<file path="src/rtl/pipe_stage_chain.sv">
// pipe_stage_chain: a chain of STAGES valid/ready pipeline registers.
// Each register has its own stall and flush control. The chain supports
// output backpressure and bubble compaction. It also keeps two saturating
// performance counters: input-blocked cycles and squashed entries.
module pipe_stage_chain #(
  parameter int DATA_W = 32,
  parameter int STAGES = 4,
  parameter int CNT_W  = 16
) (
  input  logic                     clk,
  input  logic                     rstn,
  input  logic                     in_valid,
  input  logic [DATA_W-1:0]        in_data,
  output logic                     in_ready,
  output logic                     out_valid,
  output logic [DATA_W-1:0]        out_data,
  input  logic                     out_ready,
  input  logic [STAGES-1:0]        stall_i,
  input  logic [STAGES-1:0]        flush_i,
  output logic [STAGES-1:0]        stage_valid,
  output logic [STAGES*DATA_W-1:0] stage_data,
  input  logic                     cnt_clr,
  output logic [CNT_W-1:0]         stall_cnt,
  output logic [CNT_W-1:0]         squash_cnt
);

  localparam int PC_W = $clog2(STAGES + 1);
  localparam logic [CNT_W-1:0] CNT_MAX = '1;

  logic [STAGES-1:0] valid_all;
  logic [DATA_W-1:0] data_all [STAGES];
  logic [STAGES-1:0] hold;
  logic [STAGES-1:0] up_valid;
  logic [DATA_W-1:0] up_data [STAGES];

  // Resolve the hold chain from the output end back toward the input.
  // A register holds only if it is occupied and it is either stalled or
  // its downstream neighbour cannot take it.
  always_comb begin
    logic rdy;
    rdy  = out_ready;
    hold = '0;
    for (int k = STAGES - 1; k >= 0; k--) begin
      hold[k] = valid_all[k] & (stall_i[k] | ~rdy);
      rdy     = ~hold[k];
    end
  end

  genvar gi;
  generate
    for (gi = 0; gi < STAGES; gi++) begin : g_stage
      logic              v_reg;
      logic [DATA_W-1:0] d_reg;

      // Register 0 is fed from the input port. Each later register is fed
      // from its predecessor. When the predecessor is held, its entry stays
      // put, so a bubble moves on instead of a duplicate copy.
      if (gi == 0) begin : g_head
        assign up_valid[gi] = in_valid;
        assign up_data[gi]  = in_data;
      end else begin : g_body
        assign up_valid[gi] = valid_all[gi-1] & ~hold[gi-1];
        assign up_data[gi]  = data_all[gi-1];
      end

      // Update priority is flush, then hold, then load. On a flush the
      // payload bits are left alone and only the valid bit is cleared.
      always_ff @(posedge clk or negedge rstn) begin
        if (!rstn) begin
          v_reg <= 1'b0;
          d_reg <= '0;
        end else if (flush_i[gi]) begin
          v_reg <= 1'b0;
        end else if (!hold[gi]) begin
          v_reg <= up_valid[gi];
          d_reg <= up_data[gi];
        end
      end

      assign valid_all[gi]                    = v_reg;
      assign data_all[gi]                     = d_reg;
      assign stage_data[gi*DATA_W +: DATA_W]  = d_reg;
    end
  endgenerate

  assign in_ready    = ~hold[0];
  assign out_valid   = valid_all[STAGES-1];
  assign out_data    = data_all[STAGES-1];
  assign stage_valid = valid_all;

  logic [PC_W-1:0]       squash_num;
  logic                  stall_inc;
  logic [CNT_W:0]        stall_sum;
  logic [CNT_W+PC_W-1:0] squash_sum;
  logic [CNT_W-1:0]      stall_cnt_reg;
  logic [CNT_W-1:0]      stall_cnt_next;
  logic [CNT_W-1:0]      squash_cnt_reg;
  logic [CNT_W-1:0]      squash_cnt_next;

  // Count the occupied entries that a flush destroys this cycle.
  always_comb begin
    squash_num = '0;
    for (int k = 0; k < STAGES; k++) begin
      squash_num = squash_num + PC_W'(flush_i[k] & valid_all[k]);
    end
  end

  assign stall_inc  = in_valid & ~in_ready;
  assign stall_sum  = {1'b0, stall_cnt_reg} + {{CNT_W{1'b0}}, stall_inc};
  assign squash_sum = {{PC_W{1'b0}}, squash_cnt_reg} + {{CNT_W{1'b0}}, squash_num};

  // Saturating counter update. A clear overrides any increment.
  always_comb begin
    stall_cnt_next  = stall_sum[CNT_W] ? CNT_MAX : stall_sum[CNT_W-1:0];
    squash_cnt_next = (squash_sum[CNT_W+PC_W-1:CNT_W] != '0) ? CNT_MAX
                                                              : squash_sum[CNT_W-1:0];
    if (cnt_clr) begin
      stall_cnt_next  = '0;
      squash_cnt_next = '0;
    end
  end

  // Performance counter registers.
  always_ff @(posedge clk or negedge rstn) begin
    if (!rstn) begin
      stall_cnt_reg  <= '0;
      squash_cnt_reg <= '0;
    end else begin
      stall_cnt_reg  <= stall_cnt_next;
      squash_cnt_reg <= squash_cnt_next;
    end
  end

  assign stall_cnt  = stall_cnt_reg;
  assign squash_cnt = squash_cnt_reg;

endmodule
</file>
<file path="config.mk">
export PLATFORM = sky130hd
export DESIGN_NAME = pipe_stage_chain
export DESIGN_NICKNAME = d
export VERILOG_FILES = /design/src/rtl/pipe_stage_chain.sv
export SDC_FILE = /design/constraint.sdc
export NUM_CORES = 1
export LEC_CHECK = 0
export BUFFER_PORTS_ARGS = -buffer_cell sky130_fd_sc_hd__buf_2
export CAP_MARGIN = 20
export CORE_AREA = 2 2 151 153
export CTS_CLUSTER_SIZE = 10
export DETAILED_ROUTE_END_ITERATION = 12
export DIE_AREA = 0 0 153 155
export SYNTH_ARGS = -nofsm -noshare
export SYNTH_HDL_FRONTEND = slang
export SYNTH_SLANG_ARGS = --single-unit
</file>
<file path="constraint.sdc">
create_clock -name clk -period 4 [get_ports clk]
set_input_delay 1.2 -clock clk [delete_from_list [all_inputs] [get_ports clk]]
set_output_delay 1.2 -clock clk [all_outputs]
set_load 0.01 [all_outputs]
</file>
==> summary.md, run 1 <==
| Metric | Value |
|---|---|
| M3 GR Usage | 4.82% |
| Max-slew violation count | 0 |
| CP max FO | 4 |
| # IOs | 243 |
| Combinational share of power | 22.3% |
| Register area share after synthesis | 53.8% |
| CP max stage delay | 0.34 ns |
| Longest Clk Path Bufs | 2 |
| Iter 0 DRT Violations | 340 |
| TritonCTS clock tree | built |
| Worst vdd ir | 0.238 mV |
| Num CTS Buffers | 17 |
| DRT Pass-1 Iters | 5 |
| Synth area leaders | dfrtp_1 54%, mux2_2 14%, buf_4 3.8% |
| EDFF count, synth | 0 |
| Main synth FF type | dfrtp_1 |
| Ratio of cells with drive above 1 in the final layout | 46.6% |
| Layout area overhead | 24.6% |
| Worst-margin pin slew | 0.956 ns |
| YS warnings | 0 |
| Tmin final | 3.50 ns |
| Routed via count | 5935 |
| Hold Fails Final Rpt | 0 |
| Die area | 23700 µm² |
| Synth Cell Area | 7630 µm² |
| Startpoint types | input pin |
| Leakage | 4.42 nW |
| FF+latch count, synth | 164 |
| Max Cap Violations | 0 |
| Worst hold path class | reg2reg |
| PD cells | 513 nW/µm² |
| Async S/R FF share, synth | 100% |
| Critical Path End Type | output port |
| H-tree lvl count | 4 |
| DR vias/cell | 5.17 |
| Setup_tns | 0 ns |
| Number of flip-flops in the largest register | 96 |
| CTS resizes | 0 |
| RSZ-0062 raised after global routing | false |
| Commonest non-fill, non-tap cell in the layout | buf_2 |
| Clock skew | 0.00972 ns |
| Buf+Inv Stages, Crit Path | 2 |
| # hold bufs at CTS | 0 |
| Post-CTS setup buffer count | 0 |
| Row count | 55 |
| Cells after Synth | 651 |
| DRT antenna net count | 0 |
| Slowest-stage cell, CP | a211o_2 |
| Commonest cells after routing, fill and taps aside | 241 x buf_2, 164 x dfrtp_1, 95 x mux2_2, 39 x nand4_1 |
| CP most frequent cell | buf_2 |
| Clock share of power | 33.1% |
| Req. time, crit path | 2.80 ns |
| Global route hottest layer | met2 |
| Global placer's final weighted congestion | 0.810 |
| WL/cell | 18.1 µm |
| CP cell instances | buf_2 -> nand2b_4 -> a211o_2 -> nand3_1 -> and2_1 -> buf_2 |
| # port buffers | 242 |
| Fmax | 0.286 GHz |
| Synthesized area per cell | 11.7 µm² |
| Sequential fraction of design power | 44.6% |
| Power Total | 0.00488 W |
| Met2 Track Usage GR | 28.0% |
| Post-route cell area | 9510 µm² |
| Met1 Usage GRT | 24.2% |
| Synth area leader | dfrtp_1 |
| Clock transition at path regs | 0.06 ns |
| Clock latency on the worst-skew pair | 0.42 ns |
| Slew headroom | 36.1% |
| Switching share of total power | 31.2% |
| Critical path class | in2out |
| Setup violators final | 0 |
| DRC Markers | 0 |
| Pin count of the biggest net entering global routing | 61 |
| CTS root buf | clkbuf_16 |
| Fin crit share | 87.5% |
| Die Ht | 155 µm |
| Sink Count | 164 |
| Total internal power | 0.00336 W |
| Die W | 153 µm |
| Antenna violations before repair | 3 |
| First-pass GRT wire length | 33.0 mm |
| Core Box Area | 22200 µm² |
| Layout Cells excl Fill | 1147 |
| Status | finished, final reports clean |
| Overflow after GRT | 0 |
| P_sw | 0.00152 W |
| Nets | 898 |
| Drt total wl | 20.7 mm |
| Starting Density | 34.3% |
| GRT Total Usage | 17.8% |
| Placed cells | 1113 |
| Vias in the first global route | 5652 |
| Post-DP HPWL | 14.0 mm |
| Cell Area, Placed | 8930 µm² |
| Synth top area share | 53.8% |
| Delay-heaviest family, CP | simple AND/OR/NAND/NOR gates |
| Syn Nets | 702 |
| Worst path arrival time | 2.30 ns |
| Synth unique cells | 58 |
## cell type report
cell class | instances | area (µm²)
clock buffers | 18 | 429
fillers | 2137 | 12700
multi-input cells | 396 | 3070
clock inverters | 14 | 144
diodes | 2 | 5.00
inverters | 16 | 60.1
flip-flops and latches | 164 | 4100
well taps | 285 | 357
repair buffers | 252 | 1340
## per-stage QoR
| step | utilization [%] | hold slack [ns] | setup WS (ns) |
|---|---|---|---|
| floorplan | - | 0.540 | 0.463 |
| finish | 42.8 | 0.508 | 0.500 |
| global placement | 40.2 | 0.497 | 0.331 |
| global route | 42.8 | 0.543 | 0.442 |
| detailed placement | 40.2 | 0.502 | 0.284 |
| CTS | 42.8 | 0.517 | 0.492 |
## power by group through the flow
| stage | Combinational (W) | Clock (W) | Sequential [W] |
|---|---|---|---|
| global placement | 0.00110 | 0 | 0.00220 |
| detailed placement | 0.00111 | 0 | 0.00222 |
| CTS | 0.00111 | 0.00166 | 0.00219 |
| global route | 0.00119 | 0.00174 | 0.00223 |
| floorplan | 0.000557 | 0 | 0.00231 |
| finish | 0.00109 | 0.00161 | 0.00218 |
## cell usage after synthesis (2+ instances only)
| cell type | count |
|---|---|
| nor4_1 | 2 |
| o21ai_0 | 2 |
| mux2_2 | 95 |
| nor3_1 | 6 |
| nand4_1 | 39 |
| a21oi_1 | 25 |
| inv_1 | 14 |
| and2_1 | 4 |
| dfrtp_1 | 164 |
| a21o_1 | 26 |
| o2111ai_1 | 6 |
| a31o_2 | 4 |
| xnor2_1 | 12 |
| buf_4 | 39 |
| and3_1 | 3 |
| xor2_1 | 2 |
| ha_1 | 3 |
| nand3_1 | 37 |
| clkbuf_1 | 28 |
| a31oi_1 | 7 |
| buf_2 | 6 |
| a211oi_1 | 3 |
| nor2_1 | 16 |
| a22oi_1 | 32 |
| nand2_1 | 38 |
| fa_1 | 3 |
| nor2b_1 | 3 |
| a2bb2oi_1 | 2 |
## logic make-up after synthesis
| family | count (synthesis) | share of synthesized area, % |
|---|---|---|
| buffers and inverters | 91 | 6.59 |
| xor gates and xnor gates | 14 | 1.61 |
| muxes | 96 | 14.2 |
| AOI/OAI and AO/OA | 118 | 11.1 |
| adders and majority gates | 6 | 1.28 |
| DFF | 164 | 53.8 |
| and+or+nand+nor | 162 | 11.5 |
## worst paths after layout
check / start / to / slack (ns) / cells past startpoint
min reg2reg: g_stage[1].d_reg[6] / g_stage[1].d_reg[6] / 0.51 / 1
min in group asynchronous: rstn / stall_cnt[7] / 0.75 / 1
max reg2reg: g_stage[1].v_reg / squash_cnt[14] / 1.02 / 9
min: g_stage[1].d_reg[6] / g_stage[1].d_reg[6] / 0.51 / 1
max in group asynchronous: rstn / g_stage[0].d_reg[20] / 2.39 / 2
max: stall_i[3] / in_ready / 0.50 / 6
## metal layers
layer	vias up	part of all wire, %
li1	2749	-
met1	2982	45
met2	185	47
met3	17	6.0
met4	2	1.4
met5	-	0.058
(Power assumes the default switching activity.)
==> inputs of run 2 (changes only) <==
- PLACE_DENSITY_LB_ADDON: default -> 0.2
- SETUP_SLACK_MARGIN: default -> 0.3
==> summary.md, run 2 (synthesized netlist as in run 1, its figures left out) <==
| Metric | Value |
|---|---|
| DRT antenna net count | 0 (unchanged) |
| # port buffers | 242 (unchanged) |
| Ratio of cells with drive above 1 in the final layout | 46.5% (was 46.6%) |
| Slowest-stage cell, CP | a211o_2 (unchanged) |
| Sink Count | 164 (unchanged) |
| Worst vdd ir | 0.253 mV (was 0.238 mV) |
| CTS resizes | 0 (unchanged) |
| Stages on the worst setup path | 6 (unchanged) |
| Fmax | 0.287 GHz (was 0.286 GHz) |
| Row count | 55 (unchanged) |
| Startpoint types | input pin (unchanged) |
| Die Ht | 155 µm (unchanged) |
| Core Box Area | 22200 µm² (unchanged) |
| Commonest non-fill, non-tap cell in the layout | buf_2 (unchanged) |
| Clock latency on the worst-skew pair | 0.43 ns (was 0.42 ns) |
| Num CTS Buffers | 17 (unchanged) |
| Pin count of the biggest net entering global routing | 79 (was 61) |
| Req. time, crit path | 2.80 ns (about the same) |
| Cell depth of the worst hold path | 1 (unchanged) |
| CP cell instances | buf_2 -> nand2b_4 -> a211o_2 -> nand3_1 -> and2_1 -> buf_2 (unchanged) |
| CP most frequent cell | buf_2 (unchanged) |
| Hold Fails Final Rpt | 0 (unchanged) |
| Cell Area, Placed | 8920 µm² (was 8930 µm²) |
| Setup violators final | 0 (unchanged) |
| Longest Clk Path Bufs | 2 (unchanged) |
| Post-CTS setup buffer count | 0 (unchanged) |
| Slew headroom | 36.3% (was 36.1%) |
| # hold bufs at CTS | 0 (unchanged) |
| Post-route cell area | 9500 µm² (was 9510 µm²) |
| RSZ-0062 raised after global routing | false (unchanged) |
| DRT Pass-1 Iters | 4 (was 5) |
| WL/cell | 17.8 µm (was 18.1 µm) |
| Nets | 898 (unchanged) |
| CP max stage delay | 0.35 ns (was 0.34 ns) |
| Clock transition at path regs | 0.07 ns (was 0.06 ns) |
| Clock skew | 0.00952 ns (was 0.00972 ns) |
| Setup_tns | 0 ns (unchanged) |
| CP max FO | 4 (unchanged) |
| Tmin final | 3.49 ns (was 3.50 ns) |
| Die area | 23700 µm² (unchanged) |
| Antenna violations before repair | 3 (unchanged) |
| Overflow after GRT | 0 (unchanged) |
| Setup slack at placement | 0.225 ns (was 0.284 ns) |
| Delay-heaviest family, CP | simple AND/OR/NAND/NOR gates (unchanged) |
| Max-slew violation count | 0 (unchanged) |
| Vias in the first global route | 5820 (was 5652) |
| Drt total wl | 20.5 mm (was 20.7 mm) |
| Post-DP HPWL | 13.8 mm (was 14.0 mm) |
| GRT Total Usage | 17.7% (was 17.8%) |
| Max Cap Violations | 0 (unchanged) |
| Status | finished, final reports clean (unchanged) |
| Global placer's final weighted congestion | 0.759 (was 0.810) |
| DRC Markers | 0 (unchanged) |
| Routed via count | 5919 (was 5935) |
| Power Total | 0.00489 W (was 0.00488 W) |
| Leakage | 4.42 nW (about the same) |
| Fin crit share | 87.2% (was 87.5%) |
| Layout area overhead | 24.5% (was 24.6%) |
| Worst reg-to-reg path cell count | 9 (unchanged) |
| DR vias/cell | 5.16 (was 5.17) |
| Starting Density | 34.3% (unchanged) |
| PD cells | 515 nW/µm² (was 513 nW/µm²) |
| Buf+Inv Stages, Crit Path | 2 (unchanged) |
| First-pass GRT wire length | 33.2 mm (was 33.0 mm) |
| Fin worst setup slack | 0.511 ns (was 0.500 ns) |
| Die W | 153 µm (unchanged) |
| TritonCTS clock tree | built (unchanged) |
| Critical Path End Type | output port (unchanged) |
| Worst path arrival time | 2.29 ns (was 2.30 ns) |
| Commonest cells after routing, fill and taps aside | 241 x buf_2, 164 x dfrtp_1, 95 x mux2_2, 39 x nand4_1 (unchanged) |
| Worst hold path class | reg2reg (unchanged) |
| Iter 0 DRT Violations | 240 (was 340) |
| CTS root buf | clkbuf_16 (unchanged) |
| H-tree lvl count | 4 (unchanged) |
| Critical path class | in2out (unchanged) |
| Worst-margin pin slew | 0.954 ns (was 0.956 ns) |
| Number of flip-flops in the largest register | 96 (unchanged) |
| # IOs | 243 (unchanged) |
## run 2: through the flow
stage,instances,util (%),hold WS [ns]
after floorplan,651,-,0.540
after global placement,1113,40.1,0.499
after detailed placement,1113,40.1,0.511
after CTS,1145,42.7,0.527
after global routing,1146,42.7,0.537
final,1147,42.7,0.523
## run 2: final cells by class
cell class,instances,area [µm²]
fill,2147,12700
inverter,16,60.1
clock buffer,18,429
timing repair buffer,252,1330
multi-input combinational,396,3070
clock inverter,14,145
antenna,2,5.00
sequential,164,4100
tap,285,357
## run 2: final timing paths
check                       startpoint                   end  slack [ns]
min reg2reg                out_data[7]           out_data[7]        0.52
max in group asynchronous         rstn  g_stage[1].d_reg[10]        2.38
min in group asynchronous         rstn           out_data[1]        0.82
max                         stall_i[3]              in_ready        0.51
max reg2reg                  out_valid        squash_cnt[14]        1.04
min                        out_data[7]           out_data[7]        0.52
## run 2: power breakdown
group | switching (W) | internal [W]
combinational | 0.000558 | 0.000527
clock | 0.000750 | 0.000880
sequential | 0.000225 | 0.00195
total | 0.00153 | 0.00336
## run 2: routing by layer
layer | vias to the layer above | part of all wire, % | GRT usage [%]
met5 | - | 0.034 | 0
met4 | 2 | 0.88 | 4.45
met3 | 16 | 6.9 | 5.26
met2 | 195 | 47 | 27.7
met1 | 2960 | 45 | 24.1
li1 | 2746 | - | -
